===== src/rtl/mips_mc_controller_if.sv =====
// Control bus between the multicycle MIPS controller and its datapath.
// The controller (master) receives the decoded instruction fields and the ALU
// zero flag and drives every datapath enable/select plus its state for debug.
interface mips_mc_controller_if;
  logic [5:0] opc;
  logic [5:0] func;
  logic       zero;
  logic       PCWrite;
  logic       IorD;
  logic       MemRead;
  logic       MemWrite;
  logic       IRWrite;
  logic       RegWrite;
  logic       ALUSrcA;
  logic [1:0] ALUSrcB;
  logic [1:0] ALUop;
  logic [1:0] PCSrc;
  logic [1:0] RegDst;
  logic [1:0] RegData;
  logic [3:0] state;

  modport master (
    input  opc, func, zero,
    output PCWrite, IorD, MemRead, MemWrite, IRWrite, RegWrite,
           ALUSrcA, ALUSrcB, ALUop, PCSrc, RegDst, RegData, state
  );

  modport slave (
    output opc, func, zero,
    input  PCWrite, IorD, MemRead, MemWrite, IRWrite, RegWrite,
           ALUSrcA, ALUSrcB, ALUop, PCSrc, RegDst, RegData, state
  );
endinterface


===== src/rtl/mips_mc_controller.sv =====
// Multicycle MIPS control FSM. Outputs are Moore-decoded from the current
// state (plus the instruction fields held in the IR, and zero in BR).
// While rst is high every output is forced to 0, so no enable can fire
// during reset; once rst drops, the IF decode is visible before the next edge.
module mips_mc_controller (
  input  logic                      clk,
  input  logic                      rst,
  mips_mc_controller_if.master      bus
);

  typedef enum logic [3:0] {
    S_IF    = 4'd0,
    S_ID    = 4'd1,
    S_MADDR = 4'd2,
    S_MRD   = 4'd3,
    S_LWB   = 4'd4,
    S_MWR   = 4'd5,
    S_REX   = 4'd6,
    S_RWB   = 4'd7,
    S_IEX   = 4'd8,
    S_IWB   = 4'd9,
    S_BR    = 4'd10,
    S_J     = 4'd11,
    S_JAL   = 4'd12,
    S_JR    = 4'd13
  } state_t;

  localparam logic [5:0] OP_RTYPE = 6'b000000;
  localparam logic [5:0] OP_J     = 6'b000010;
  localparam logic [5:0] OP_JAL   = 6'b000011;
  localparam logic [5:0] OP_BEQ   = 6'b000100;
  localparam logic [5:0] OP_BNE   = 6'b000101;
  localparam logic [5:0] OP_ADDI  = 6'b001000;
  localparam logic [5:0] OP_SLTI  = 6'b001010;
  localparam logic [5:0] OP_LW    = 6'b100011;
  localparam logic [5:0] OP_SW    = 6'b101011;
  localparam logic [5:0] FN_JR    = 6'b001000;

  // R-type with func=jr is handled by its own state rather than REX/RWB.
  function automatic logic is_jr(input logic [5:0] opc, input logic [5:0] func);
    is_jr = (opc == OP_RTYPE) && (func == FN_JR);
  endfunction

  // Branch taken condition: beq takes on zero, bne on not-zero.
  function automatic logic branch_taken(input logic [5:0] opc, input logic zero);
    branch_taken = (opc == OP_BNE) ? ~zero : zero;
  endfunction

  state_t     state_r;
  state_t     state_next_s;
  logic       pc_write_s;
  logic       iord_s;
  logic       mem_read_s;
  logic       mem_write_s;
  logic       ir_write_s;
  logic       reg_write_s;
  logic       alu_src_a_s;
  logic [1:0] alu_src_b_s;
  logic [1:0] alu_op_s;
  logic [1:0] pc_src_s;
  logic [1:0] reg_dst_s;
  logic [1:0] reg_data_s;

  // State register; asynchronous reset abandons any instruction in flight.
  always_ff @(posedge clk or posedge rst) begin
    if (rst) begin
      state_r <= S_IF;
    end else begin
      state_r <= state_next_s;
    end
  end

  // Next-state and Moore output decode; everything defaults to 0 / IF.
  always_comb begin
    state_next_s = S_IF;
    pc_write_s   = 1'b0;
    iord_s       = 1'b0;
    mem_read_s   = 1'b0;
    mem_write_s  = 1'b0;
    ir_write_s   = 1'b0;
    reg_write_s  = 1'b0;
    alu_src_a_s  = 1'b0;
    alu_src_b_s  = 2'b00;
    alu_op_s     = 2'b00;
    pc_src_s     = 2'b00;
    reg_dst_s    = 2'b00;
    reg_data_s   = 2'b00;
    if (rst) begin
      state_next_s = S_IF;
    end else begin
      case (state_r)
        S_IF: begin
          mem_read_s   = 1'b1;
          ir_write_s   = 1'b1;
          alu_src_b_s  = 2'b01;
          pc_write_s   = 1'b1;
          state_next_s = S_ID;
        end
        S_ID: begin
          // Branch target is precomputed here into ALUOut.
          alu_src_b_s = 2'b11;
          case (bus.opc)
            OP_LW, OP_SW:     state_next_s = S_MADDR;
            OP_RTYPE:         state_next_s = is_jr(bus.opc, bus.func) ? S_JR : S_REX;
            OP_ADDI, OP_SLTI: state_next_s = S_IEX;
            OP_BEQ, OP_BNE:   state_next_s = S_BR;
            OP_J:             state_next_s = S_J;
            OP_JAL:           state_next_s = S_JAL;
            // Undefined opcode: PC already advanced, so it retires as a NOP.
            default:          state_next_s = S_IF;
          endcase
        end
        S_MADDR: begin
          alu_src_a_s  = 1'b1;
          alu_src_b_s  = 2'b10;
          state_next_s = (bus.opc == OP_SW) ? S_MWR : S_MRD;
        end
        S_MRD: begin
          mem_read_s   = 1'b1;
          iord_s       = 1'b1;
          state_next_s = S_LWB;
        end
        S_LWB: begin
          reg_write_s  = 1'b1;
          reg_data_s   = 2'b01;
          state_next_s = S_IF;
        end
        S_MWR: begin
          mem_write_s  = 1'b1;
          iord_s       = 1'b1;
          state_next_s = S_IF;
        end
        S_REX: begin
          alu_src_a_s  = 1'b1;
          alu_op_s     = 2'b10;
          state_next_s = S_RWB;
        end
        S_RWB: begin
          reg_write_s  = 1'b1;
          reg_dst_s    = 2'b01;
          state_next_s = S_IF;
        end
        S_IEX: begin
          alu_src_a_s  = 1'b1;
          alu_src_b_s  = 2'b10;
          alu_op_s     = (bus.opc == OP_SLTI) ? 2'b11 : 2'b00;
          state_next_s = S_IWB;
        end
        S_IWB: begin
          reg_write_s  = 1'b1;
          state_next_s = S_IF;
        end
        S_BR: begin
          alu_src_a_s  = 1'b1;
          alu_op_s     = 2'b01;
          pc_src_s     = 2'b01;
          pc_write_s   = branch_taken(bus.opc, bus.zero);
          state_next_s = S_IF;
        end
        S_J: begin
          pc_src_s     = 2'b10;
          pc_write_s   = 1'b1;
          state_next_s = S_IF;
        end
        S_JAL: begin
          // $31 is written with the current PC, which already holds PC+4.
          pc_src_s     = 2'b10;
          pc_write_s   = 1'b1;
          reg_write_s  = 1'b1;
          reg_dst_s    = 2'b10;
          reg_data_s   = 2'b10;
          state_next_s = S_IF;
        end
        S_JR: begin
          alu_src_a_s  = 1'b1;
          pc_src_s     = 2'b11;
          pc_write_s   = 1'b1;
          state_next_s = S_IF;
        end
        // Encodings 14-15 recover to IF with every enable low.
        default: begin
          state_next_s = S_IF;
        end
      endcase
    end
  end

  assign bus.PCWrite  = pc_write_s;
  assign bus.IorD     = iord_s;
  assign bus.MemRead  = mem_read_s;
  assign bus.MemWrite = mem_write_s;
  assign bus.IRWrite  = ir_write_s;
  assign bus.RegWrite = reg_write_s;
  assign bus.ALUSrcA  = alu_src_a_s;
  assign bus.ALUSrcB  = alu_src_b_s;
  assign bus.ALUop    = alu_op_s;
  assign bus.PCSrc    = pc_src_s;
  assign bus.RegDst   = reg_dst_s;
  assign bus.RegData  = reg_data_s;
  assign bus.state    = state_r;

endmodule

===== src/flat_wrapper.sv =====
// flat-port wrapper written by rule: the top's interface ports become plain ports
module mips_mc_controller_flat 
  (clk, rst, bus_opc, bus_func, bus_zero, bus_PCWrite, bus_IorD, bus_MemRead, bus_MemWrite, bus_IRWrite, bus_RegWrite, bus_ALUSrcA, bus_ALUSrcB, bus_ALUop, bus_PCSrc, bus_RegDst, bus_RegData, bus_state);
  mips_mc_controller_if bus_i ();
  input  logic clk;
  input  logic rst;
  input wire logic [$bits(bus_i.opc)-1:0] bus_opc;
  input wire logic [$bits(bus_i.func)-1:0] bus_func;
  input wire logic [$bits(bus_i.zero)-1:0] bus_zero;
  output wire logic [$bits(bus_i.PCWrite)-1:0] bus_PCWrite;
  output wire logic [$bits(bus_i.IorD)-1:0] bus_IorD;
  output wire logic [$bits(bus_i.MemRead)-1:0] bus_MemRead;
  output wire logic [$bits(bus_i.MemWrite)-1:0] bus_MemWrite;
  output wire logic [$bits(bus_i.IRWrite)-1:0] bus_IRWrite;
  output wire logic [$bits(bus_i.RegWrite)-1:0] bus_RegWrite;
  output wire logic [$bits(bus_i.ALUSrcA)-1:0] bus_ALUSrcA;
  output wire logic [$bits(bus_i.ALUSrcB)-1:0] bus_ALUSrcB;
  output wire logic [$bits(bus_i.ALUop)-1:0] bus_ALUop;
  output wire logic [$bits(bus_i.PCSrc)-1:0] bus_PCSrc;
  output wire logic [$bits(bus_i.RegDst)-1:0] bus_RegDst;
  output wire logic [$bits(bus_i.RegData)-1:0] bus_RegData;
  output wire logic [$bits(bus_i.state)-1:0] bus_state;
  assign bus_i.opc = bus_opc;
  assign bus_i.func = bus_func;
  assign bus_i.zero = bus_zero;
  assign bus_PCWrite = bus_i.PCWrite;
  assign bus_IorD = bus_i.IorD;
  assign bus_MemRead = bus_i.MemRead;
  assign bus_MemWrite = bus_i.MemWrite;
  assign bus_IRWrite = bus_i.IRWrite;
  assign bus_RegWrite = bus_i.RegWrite;
  assign bus_ALUSrcA = bus_i.ALUSrcA;
  assign bus_ALUSrcB = bus_i.ALUSrcB;
  assign bus_ALUop = bus_i.ALUop;
  assign bus_PCSrc = bus_i.PCSrc;
  assign bus_RegDst = bus_i.RegDst;
  assign bus_RegData = bus_i.RegData;
  assign bus_state = bus_i.state;
  mips_mc_controller u_core (.clk(clk), .rst(rst), .bus(bus_i));
endmodule

===== config.mk =====
export PLATFORM = sky130hd
export DESIGN_NAME = mips_mc_controller_flat
export DESIGN_NICKNAME = d
export VERILOG_FILES = /design/src/rtl/mips_mc_controller_if.sv /design/src/rtl/mips_mc_controller.sv /design/src/flat_wrapper.sv
export SDC_FILE = /design/constraint.sdc
export NUM_CORES = 1
export LEC_CHECK = 0
export ABC_CLOCK_PERIOD_IN_PS = 2460
export CAP_MARGIN = 5
export CELL_PAD_IN_SITES_DETAIL_PLACEMENT = 1
export CELL_PAD_IN_SITES_GLOBAL_PLACEMENT = 1
export CORE_UTILIZATION = 27
export CTS_BUF_LIST = sky130_fd_sc_hd__clkbuf_8
export DETAILED_ROUTE_END_ITERATION = 6
export PLACE_DENSITY_LB_ADDON = 0.1
export SLEW_MARGIN = 20
export SYNTH_ARGS = -nofsm -noshare
export SYNTH_HDL_FRONTEND = slang
export SYNTH_SLANG_ARGS = --single-unit

===== constraint.sdc =====
create_clock -name clk -period 2.46 [get_ports clk]
set_clock_uncertainty 0.15 [all_clocks]
set_input_delay 0.492 -clock clk [delete_from_list [all_inputs] [get_ports clk]]
set_output_delay 0.492 -clock clk [all_outputs]
set_load 0.03 [all_outputs]

**After elaboration in Yosys (flattened, before gate mapping)**

Cells that the tools add are included.

- $add $sub $neg: 0
- Multiply operators: 0
- Divide/modulo/power cells: 0
- $lt $le $gt $ge: 0
- Eq/ne operators: 22
- Shift operators: 0
- Mux-type cells: 31
- Bitwise gates (word level): 1
- Reduce and logical (&&, ||, !) cells: 13

Operators by type and width:

| cell | number |
|---|---|
| case mux 4 bit (6 select lines) | 2 |
| == test 4 bit, second input constant | 6 |
| == test 6 x 4 -> 1 bit, second input constant | 3 |
| case mux 2 bit (3 select lines) | 3 |
| == test 4 x 3 -> 1 bit, second input constant | 4 |
| two-way mux 1 bit | 14 |
| OR reduction 2 bit | 7 |
| == test 6 x 2 -> 1 bit, second input constant | 2 |
| == test 6 x 3 -> 1 bit, second input constant | 2 |
| == test 6 bit, second input constant | 2 |
| two-way mux 2 bit | 6 |
| == test 4 x 2 -> 1 bit, second input constant | 2 |
| two-way mux 4 bit | 2 |
| case mux 2 bit (2 select lines) | 2 |
| OR reduction 4 bit | 2 |
| zero test 6 bit | 1 |
| OR reduction 5 bit | 1 |
| == test 4 x 1 -> 1 bit, second input constant | 1 |
| zero test 4 bit | 1 |
| two-way mux 3 bit | 1 |
| case mux 1 bit (2 select lines) | 1 |
| logical AND 1 bit | 1 |
| NOT 1 bit | 1 |

- Flip-flop bits (word level): 4
- Latch bits: 0
- RAM bits: 0
- Memory bits (read-only): 0
- Input port bits: 15
- Output and inout bits: 21
- Word-level logic and storage cells: 68
- Memories kept: 0

**Longest topological paths before layout**

Gate-level depths: netlist of the first run.

- Depth in word-level cells: 6
- Depth in mapped cells: 6
- Gate-level depth less buffers: 5

**Worst setup path after synthesis of the first run**

No wires, ideal clock.

- Path type: register to output
- Start point: register u_core.state_r[1] (netlist: u_core.bus.state[1])
- End point: output port bus_ALUSrcB[1]
- Arrival time: 2.650 ns
- Data required time: 1.818 ns
- Setup slack: -0.832 ns
- Cell stages (with the launch flop): 5
- Path buffers: 2
- Cells stage by stage: dfrtp_1 -> buf_2 -> or2_1 -> buf_2 -> a2111oi_0

- Word-level cells in the longest chain between the ends: 4
- Elaborated cells between the ends (all ways): 7
- Classes of those cells: eq/ne (3); mux (2); reduce/logical (2)

RTL lines:

| item | RTL line | source |
|---|---|---|
| start, declared | mips_mc_controller.sv:49 | `state_t state_r;` |
| start signal, assigned | mips_mc_controller.sv:69 | `state_r <= state_next_s;` |
| == test 4 x 2 -> 1 bit / == test 4 bit (equally long branches) | mips_mc_controller.sv:91 | `case (state_r)` |
| OR reduction 2 bit (no line) | - |  |
| case mux 2 bit (3 select lines) * | mips_mc_controller.sv:91 |  |
| two-way mux 2 bit * | mips_mc_controller.sv:88 | `if (rst) begin` |
| end, declared | flat_wrapper.sv:17 | `output wire logic [$bits(bus_i.ALUSrcB)-1:0] bus_ALUSrcB;` |

Every way passes the cells marked *; elsewhere a longest branch is shown, timed or not.

**Final worst setup path of the first run**

- Start point: input port bus_opc[3]
- End point: output port bus_PCWrite

- Word-level cells in the longest chain between the ends: 4

RTL lines:

| item | RTL line | source |
|---|---|---|
| start, declared | flat_wrapper.sv:7 | `input wire logic [$bits(bus_i.opc)-1:0] bus_opc;` |
| == test 6 x 3 -> 1 bit | mips_mc_controller.sv:46 | `branch_taken = (opc == OP_BNE) ? ~zero : zero;` |
| two-way mux 1 bit | mips_mc_controller.sv:46 |  |
| case mux 1 bit (2 select lines) | mips_mc_controller.sv:91 |  |
| two-way mux 1 bit | mips_mc_controller.sv:88 |  |
| end, declared | flat_wrapper.sv:10 | `output wire logic [$bits(bus_i.PCWrite)-1:0] bus_PCWrite;` |

No other way between the ends.

==> results of run 1 <==
[per-stage QoR]
step | hold slack [ns] | utilization (%)
after global routing | 0.640 | 49.4
after global placement | 0.607 | 46.8
after CTS | 0.610 | 49.0
after detailed placement | 0.604 | 46.8
after floorplan | 0.139 | -
final | 0.609 | 49.4
[what timing repair did]
action                                  4_1_cts  5_1_grt
buffers inserted                              2        0
gates cloned                                  0        0
endpoints found under the setup margin        3        2
gates resized for setup                      15        3
pin swaps                                     8        5
[power by group]
group	switching, mW	internal, mW	total, mW
sequential	0.00388	0.0679	0.0718
clock	0.0319	0.104	0.136
combinational	0.0761	0.0642	0.140
total	0.112	0.236	0.348
[metal layers]
| metal | global-route usage, % | vias to the layer above | share of wire, % | routed length, um |
|---|---|---|---|---|
| li1 | - | 486 | - | - |
| met1 | 22.3 | 465 | 43 | 1130 |
| met2 | 38.5 | 24 | 54 | 1420 |
| met3 | 1.15 | 2 | 3.2 | 86 |
| met4 | 3.51 | 0 | 0.38 | 10 |
| met5 | 0 | - | 0 | 0 |
[final cells by class]
cell class | count | area (um2) | area share (%)
clock buffer | 3 | 41.3 | 3.37
inverter | 5 | 18.8 | 1.53
multi-input combinational | 91 | 583 | 47.6
sequential | 4 | 100 | 8.17
tap | 30 | 37.5 | 3.06
timing repair buffer | 54 | 444 | 36.3
[placed cells by master (no fill, tap or decap), drive strengths merged]
master / instances
nand2b: 5
xnor2: 1
o211ai: 1
a2bb2oi: 1
nor2b: 4
o21ai: 4
o221ai: 1
nand4b: 1
a31oi: 1
nand3: 1
clkdlybuf4s50: 12
o21a: 2
dlygate4sd2: 2
or2: 2
nor3: 13
nor4: 4
nand2: 13
o211a: 1
a32oi: 1
clkdlybuf4s15: 2
o31ai: 1
o2111ai: 1
clkbuf: 3
a211oi: 2
nor2: 13
or3: 2
buf: 38
or4: 1
nand4: 2
dfrtp: 4
xor2: 1
a2111oi: 1
inv: 5
or4b: 1
a211o: 1
a21oi: 9
[worst max-delay path: cells and delay by family]
| family | cells | cell delay [ns] |
|---|---|---|
| AOI/OAI and AO/OA | 1 | 0.18 |
| buffers and inverters | 2 | 0.47 |
| xor gates and xnor gates | 1 | 0.19 |
| and+or+nand+nor | 3 | 0.45 |
[kinds of logic after synthesis]
kind of cell	after synthesis	share of synthesized area, %
buf+inv	15	8.83
simple gates	62	48.4
xor+xnor	2	2.47
compound gates	27	26.2
flops	4	14.1
[final timing paths]
check,startpoint,endpoint,cells past startpoint
max,bus_opc[3],bus_PCWrite,7
min,u_core.bus.state[3]$_DFF_PP0_,u_core.bus.state[3]$_DFF_PP0_,3
max reg2reg,u_core.bus.state[1]$_DFF_PP0_,u_core.bus.state[1]$_DFF_PP0_,5
min reg2reg,u_core.bus.state[3]$_DFF_PP0_,u_core.bus.state[3]$_DFF_PP0_,3
max in group asynchronous,rst,u_core.bus.state[1]$_DFF_PP0_,3
min in group asynchronous,rst,u_core.bus.state[3]$_DFF_PP0_,3
==> reports/results.tsv, run 1 <==
metric	value	unit
Slew Limit Headroom	72.7	%
Tot Pwr	348	uW
vias per inst	5.22	
final worst slack	0.0349	ns
number of diodes	0	
ys flop type	dfrtp_1	
Initial Utilization	28.6	%
CP max stage cell	dlygate4sd2_1	
area grow syn2layout	73.0	%
clock latency on the worst-skew pair	0.21	ns
I/O Buffers	35	
crit path time final	2.43	ns
area of the mapped netlist	708	um2
endpoints failing setup	0	
vias in the first global route	942	
Die Y	53.2	um
GRT Overall Usage	19.5	%
Core Rows	18	
Mean Syn Cell Area	6.44	um2
Worst setup EP type	output port	
top area cells in the synthesized netlist	dfrtp_1, nand2_1, nor2_1, a21oi_1, nor3_1	
Reg clk slew, reported paths	0.03	ns
Initial DRC Count	4	
root buf cell	clkbuf_8	
Routed Antenna Nets	0	
Ys Warns	0	
initial antenna violation count	0	
Worst setup SP type	input port	
Final Cell Area	1220	um2
Sink Count	4	
worst endpoint required time	1.82	ns
PwrDens	284	nW/um2
CTS tree	yes	
Hold Crit Class	register to register	
r2r setup slk	0.79	ns
Final Wtd Congestion	0.786	
Detail Placement HPWL	2.10	mm
Placed Area	1160	um2
Mapped Cells	110	
largest net degree at the start of global routing	12	
DRC viols	0	
worst path cell trace	dlygate4sd2_1, nor3_4, nand4b_1, xnor2_1, nor2_1, o31ai_2, buf_4	
MaxCap Viol Count	0	
Final Hold Viols	0	
Longest Clk Path Bufs	2	
critical path type	input port to output port	
die width	53.2	um
Filler Cell Count	328	
status	finished clean	
Max FO, Critical Path	2	
RSZ-0062 raised after global routing	yes	
FFs w/ async S/R, synth	100	%
final wirelength	2.65	mm
area of the core	2480	um2
TNS Setup	0	ns
first-pass GRT wire length	4.15	mm
die area	2830	um2
Synth top area share	14.1	%
Max Clk Rate	412	MHz
Arr. time, crit path	1.78	ns
Peak supply drop	191	uV
TritonCTS Buffers	3	
area leader, netlist	dfrtp_1	
Pre-antenna DRT Iters	4	
count of final max-slew check failures	0	
GRT overflow	0	
synth cell count leaders	nand2_1, nor2_1, a21oi_1, nor3_1	
Post-synth EDFFs	0	
H-tree depth	1	
Worst-Margin Slew	0.407	ns
routed via count	977	
final worst-path cycle share	98.6	%
drt wl/cell	14.2	um
Seq/Total Area, Yosys	14.1	%
slowest stage delay, CP	0.27	ns
fraction of layout cells with a size suffix above 1	34.4	%
nets	174	
Ports	36	
syn_nets	125	
non-filler cells, final	187	
static leakage	0.541	nW
placed cell count	182	
#FFs+latches synth	4	
Yosys cell types	39	
Largest register FFs	4	
hold buffer count at cts	0	
setup slack at placement	-0.225	ns
Power figures use the tool's default switching activity.
==> inputs of run 2 (changes only) <==
--- a/config.mk
+++ b/config.mk
@@ -12,6 +12,7 @@
 export CORE_UTILIZATION = 27
 export CTS_BUF_LIST = sky130_fd_sc_hd__clkbuf_8
 export DETAILED_ROUTE_END_ITERATION = 6
+export MAX_ROUTING_LAYER = met4
 export PLACE_DENSITY_LB_ADDON = 0.1
 export SLEW_MARGIN = 20
 export SYNTH_ARGS = -nofsm -noshare
==> results of run 2 <==
Final layout, timing and power as in run 1 (identical DEF).
Main changes from that run: final weighted congestion in routability-driven placement 0.786 -> 0.797; overall routing resource usage 19.5% -> 20.0%
==> inputs of run 3 (changes only) <==
--- a/config.mk
+++ b/config.mk
@@ -14,6 +14,7 @@
 export DETAILED_ROUTE_END_ITERATION = 6
 export MAX_ROUTING_LAYER = met4
 export PLACE_DENSITY_LB_ADDON = 0.1
+export SKIP_CTS_REPAIR_TIMING = 1
 export SLEW_MARGIN = 20
 export SYNTH_ARGS = -nofsm -noshare
 export SYNTH_HDL_FRONTEND = slang
==> run 3 against run 2 <==
Compared with the run above: the run now ends with setup timing left; sequential share of layout area is 0.076 points higher; sequential cell count stayed put; count of clock-buffer cells in the layout stayed put; critical path type unchanged; combinational power is essentially flat; register-to-register slack lost 0.02 ns; critical endpoint is now bus_ALUop[1]; hold slack got worse by 0.082 ns; design area shrank 0.92%.
==> reports/results.tsv, run 3 (synthesized netlist as in run 1, its figures left out) <==
metric	value	unit	change
cell mode on critical path	nor3_2		
Detail Placement HPWL	2.10	mm	unchanged
Arr. time, crit path	1.84	ns	was 1.78 ns
Tot Pwr	345	uW	was 348 uW
first-pass GRT wire length	4.08	mm	was 4.15 mm
leading cell types in the layout, fill and taps excluded	buf_4, nand2_1, nor2_1, clkdlybuf4s50_1, a21oi_1		unchanged
final worst slack	-0.0227	ns	was 0.0349 ns
Final Hold Viols	0		unchanged
initial antenna violation count	0		unchanged
worst path cell trace	buf_6, or2_1, or3_1, nor3_2, a2bb2oi_2, nor3_2, buf_4		was dlygate4sd2_1, nor3_4, nand4b_1, xnor2_1, nor2_1, o31ai_2, buf_4
GRT overflow	0		unchanged
drt wl/cell	14.0	um	was 14.2 um
Hold Crit Class	input port to register		was register to register
Ports	36		unchanged
DRC viols	0		unchanged
GR Layer Usage met3	1.44	%	was 1.15%
Routed Antenna Nets	0		unchanged
PwrDens	284	nW/um2	about the same
clock latency on the worst-skew pair	0.22	ns	was 0.21 ns
commonest non-fill, non-tap cell in the layout	buf_4		unchanged
Placed Area	1160	um2	unchanged
Worst setup EP type	output port		unchanged
Top Usage Layer GRT	met2		unchanged
crit path time final	2.48	ns	was 2.43 ns
TritonCTS Buffers	3		unchanged
Final Cell Area	1210	um2	was 1220 um2
Max FO, Critical Path	4		was 2
CTS tree	yes		unchanged
slowest stage delay, CP	0.39	ns	was 0.27 ns
Worst-Margin Slew	0.416	ns	was 0.407 ns
Sink Count	4		unchanged
placed cell count	182		unchanged
Initial DRC Count	8		was 4
TNS Setup	-0.0227	ns	was 0 ns
GRT Overall Usage	19.6	%	was 20.0%
die width	53.2	um	unchanged
CP startpoint	bus_opc[2]		was bus_opc[3]
nets	172		was 174
area of the core	2480	um2	unchanged
RSZ-0062 raised after global routing	yes		unchanged
critical path type	input port to output port		unchanged
Longest Clk Path Bufs	2		unchanged
CP max stage cell	or3_1		was dlygate4sd2_1
Die Y	53.2	um	unchanged
routing usage on met2	37.5	%	was 38.5%
Slew Limit Headroom	72.2	%	was 72.7%
Max Clk Rate	403	MHz	was 412 MHz
H-tree depth	1		unchanged
count of final max-slew check failures	0		unchanged
root buf cell	clkbuf_8		unchanged
failing checks	setup timing		
die area	2830	um2	unchanged
final wirelength	2.60	mm	was 2.65 mm
status	finished with violations		was finished clean
number of diodes	0		unchanged
I/O Buffers	35		unchanged
Peak supply drop	187	uV	was 191 uV
vias per inst	5.18		was 5.22
Final Wtd Congestion	0.797		unchanged
MaxCap Viol Count	0		unchanged
Largest register FFs	4		unchanged
static leakage	0.559	nW	was 0.541 nW
hold_sp	bus_opc[2]		was u_core.bus.state[3]$_DFF_PP0_
final worst-path cycle share	101	%	was 98.6%
FF-to-FF Start	u_core.bus.state[0]$_DFF_PP0_		was u_core.bus.state[1]$_DFF_PP0_
Pre-antenna DRT Iters	4		unchanged
routed via count	959		was 977
endpoints failing setup	1		was 0
fraction of layout cells with a size suffix above 1	32.9	%	was 34.4%
Initial Utilization	28.6	%	unchanged
met1 GRT Util	21.8	%	was 22.3%
largest net degree at the start of global routing	12		unchanged
Core Rows	18		unchanged
vias in the first global route	938		was 942
Reg clk slew, reported paths	0.03	ns	about the same
non-filler cells, final	185		was 187
area grow syn2layout	71.4	%	was 73.0%
worst endpoint required time	1.82	ns	about the same
worst hold slack	0.526	ns	was 0.609 ns
Worst setup SP type	input port		unchanged
==> run 3: final cells by class <==
| cell class | instances | area [um2] |
|---|---|---|
| tap | 30 | 37.5 |
| sequential | 4 | 100 |
| clock buffer | 3 | 41.3 |
| multi-input combinational | 91 | 574 |
| timing repair buffer | 52 | 442 |
| inverter | 5 | 18.8 |
| fill | 325 | 1260 |
==> run 3: final timing paths <==
kind	to	slack (ns)	cells past startpoint
min in group asynchronous	u_core.bus.state[3]$_DFF_PP0_	0.61	3
max in group asynchronous	u_core.bus.state[1]$_DFF_PP0_	1.44	3
min	u_core.bus.state[2]$_DFF_PP0_	0.53	5
max reg2reg	u_core.bus.state[1]$_DFF_PP0_	0.77	4
max	bus_ALUop[1]	-0.02	7
min reg2reg	u_core.bus.state[3]$_DFF_PP0_	0.60	2
==> run 3: per-stage QoR <==
step	utilization [%]	setup slack, ns
final	49.0	-0.0227
after detailed placement	46.8	-0.225
after global routing	49.0	-0.0887
after CTS	48.5	-0.233
after global placement	46.8	-0.212
after floorplan	-	-0.142
==> run 3: critical path, delay by kind of cell <==
| kind | cells | cell delay [ns] |
|---|---|---|
| AO/OA/AOI/OAI | 1 | 0.08 |
| buffers and inverters | 2 | 0.28 |
| AND/OR/NAND/NOR | 4 | 0.99 |
==> run 3: power by group <==
part           internal (mW)  switching (mW)
logic                 0.0622          0.0746
clock network          0.104          0.0324
registers             0.0679         0.00381
total                  0.234           0.111
==> run 3: routing by layer <==
layer | up-vias | part of all wire [%]
li1 | 484 | -
met1 | 453 | 43
met2 | 22 | 54
met3 | 0 | 3.0
met4 | 0 | 0
met5 | - | 0
==> variant (settings of run 1) <==
Make the reset (`rst`) synchronous in one clocked block. Comments in the files are not updated.
--- a/src/rtl/mips_mc_controller.sv
+++ b/src/rtl/mips_mc_controller.sv
@@ -63,5 +63,5 @@
 
   // State register; asynchronous reset abandons any instruction in flight.
-  always_ff @(posedge clk or posedge rst) begin
+  always_ff @(posedge clk) begin
     if (rst) begin
       state_r <= S_IF;
Formal check against the unedited RTL: differs if rst is asserted again (counterexample within 4 cycles, from zero or initial values and one cycle with rst high); with rst held inactive, the same outputs for 10 cycles.
==> variant against run 1 <==
  * Worst setup slack better by 0.11 ns
  * Core utilization rose by 2.9 points
  * Routed wire length increased by 3.1%
  * Highest routed layer unchanged
  * Sequential power decreased by 2%
  * Largest cell class unchanged
  * Sequential cell count did not move
  * Cell area is 1.8% lower
  * Critical endpoint is now bus_ALUop[1]
  * Area after synthesis is 3.9% lower
  * Maximum frequency increased by 4.5%
  * Power up 6.7%
  * Register-to-register slack worse by 0.18 ns
  * First-iteration DRC count grew to 3.8 times the old value
==> variant: results (changes against run 1) <==
* Worst Hold Path EP: u_core.bus.state[2]
* Reg-to-reg endpoint: u_core.bus.state[3]
* Met2 wire len at 1.35 mm (-5.1%)
* Global routing usage on met3 at 5.51% (+4.4 points)
* Critical Path Sink: bus_ALUop[1]
* Final GP Congestion at 0.791 (+0.62%)
* Initial DRC Count at 15 (+11)
* Mux contribution to synthesized area at 4.78% (+4.8 points)
* Via/cell ratio at 5.44 (+4.1%)
* Vias in the first global route at 981 (+4.1%)
* Post-synth top flop: dfxtp_1
* Routed length on met1 at 1.24 mm (+9.4%)
* Status: completed
* Max reg flops at 4 (unchanged)
* Ranking of synthesized cells by area: dfxtp_1, nor2_1, nor3_1, a21oi_1, nand2b_1
* Critical Path AT at 1.68 ns (-0.10 ns)
* Post-synth top cells: nor2_1, nor3_1, a21oi_1, nand2_1, clkbuf_1
* Final WL at 2.73 mm (+3.1%)
* Hold_ws at 0.674 ns (+0.0647 ns)
* Synth Area in Compound Gates at 23.9% (-2.3 points)
* Slowest stage delay, CP at 0.34 ns (+0.07 ns)
* Placed cells at 173 (-4.9%)
* M1 GR Usage at 29.5% (+7.2 points)
* Largest net degree at the start of global routing at 19 (+7)
* Mean area per synthesized cell at 6.67 sq um (+3.7%)
* P_leak at 0.519 nW (-4.1%)
* DR WL met3 at 135 microns (+57%)
* Syn Nets at 117 (-6.4%)
* R2R depth at 4 (-1)
* Reg2reg start: u_core.bus.state[0]
* Post-DP HPWL at 1.97 mm (-5.9%)
* Reg2reg setup slack at 0.61 ns (-0.18 ns)
* Met2 GRT Util at 40.2% (+1.6 points)
* Post-DP Area at 1130 sq um (-2.6%)
* Worst path top cell family by delay: simple AND/OR/NAND/NOR gates
* Layout cells sized above 1 at 35.6% (+1.2 points)
* Register area share after synthesis at 11.8% (-2.4 points)
* Ant diodes at 0 (unchanged)
* Slew headroom at 72.1% (-0.55 points)
* CP max FO at 6 (+4)
* CP max-delay cell: dfxtp_1
* Routed length per instance at 15.4 microns (+8.9%)
* Maximum VDD drop at 0.286 mV (+50%)
* Skew-Pair Late Insertion Delay at 0.23 ns (+0.02 ns)
* Synth cell types at 41 (+5.1%)
* Crit path from: u_core.bus.state[1]
* Hold Startpoint: u_core.bus.state[0]
* Pre-CTS setup slack at -0.0699 ns (+0.155 ns)
* Post-synth ARST share at 0% (-100 points)
* GRT Util Overall at 23.5% (+4.0 points)
* Post-Synth XOR/XNOR Area at 3.86% (+1.4 points)
* First-pass GRT wire length at 4.62 mm (+12%)
[variant: layout make-up]
| class | count | area, sq um |
|---|---|---|
| fillers | 296 | 1090 |
| clock buffers | 3 | 41.3 |
| inverters | 2 | 7.51 |
| well taps | 28 | 35.0 |
| multi-input cells | 86 | 584 |
| repair buffers | 54 | 453 |
| flip-flops and latches | 4 | 81.3 |
[variant: power by group]
part / leakage (nW) / switching, mW / total [mW] / internal [mW]
sequential: 0.0331 / 0.00254 / 0.0701 / 0.0676
clock: 0.0216 / 0.0428 / 0.148 / 0.105
combinational: 0.464 / 0.0812 / 0.154 / 0.0723
total: 0.519 / 0.126 / 0.371 / 0.245
[variant: timing repair]
item                                    4_1_cts  5_1_grt
endpoints found under the setup margin        3        4
hold buffers                                  0        0
hold endpoints to repair                      0        0
pin swaps                                     4        2
setup buffers                                 1        0
gates resized for setup                       6        5
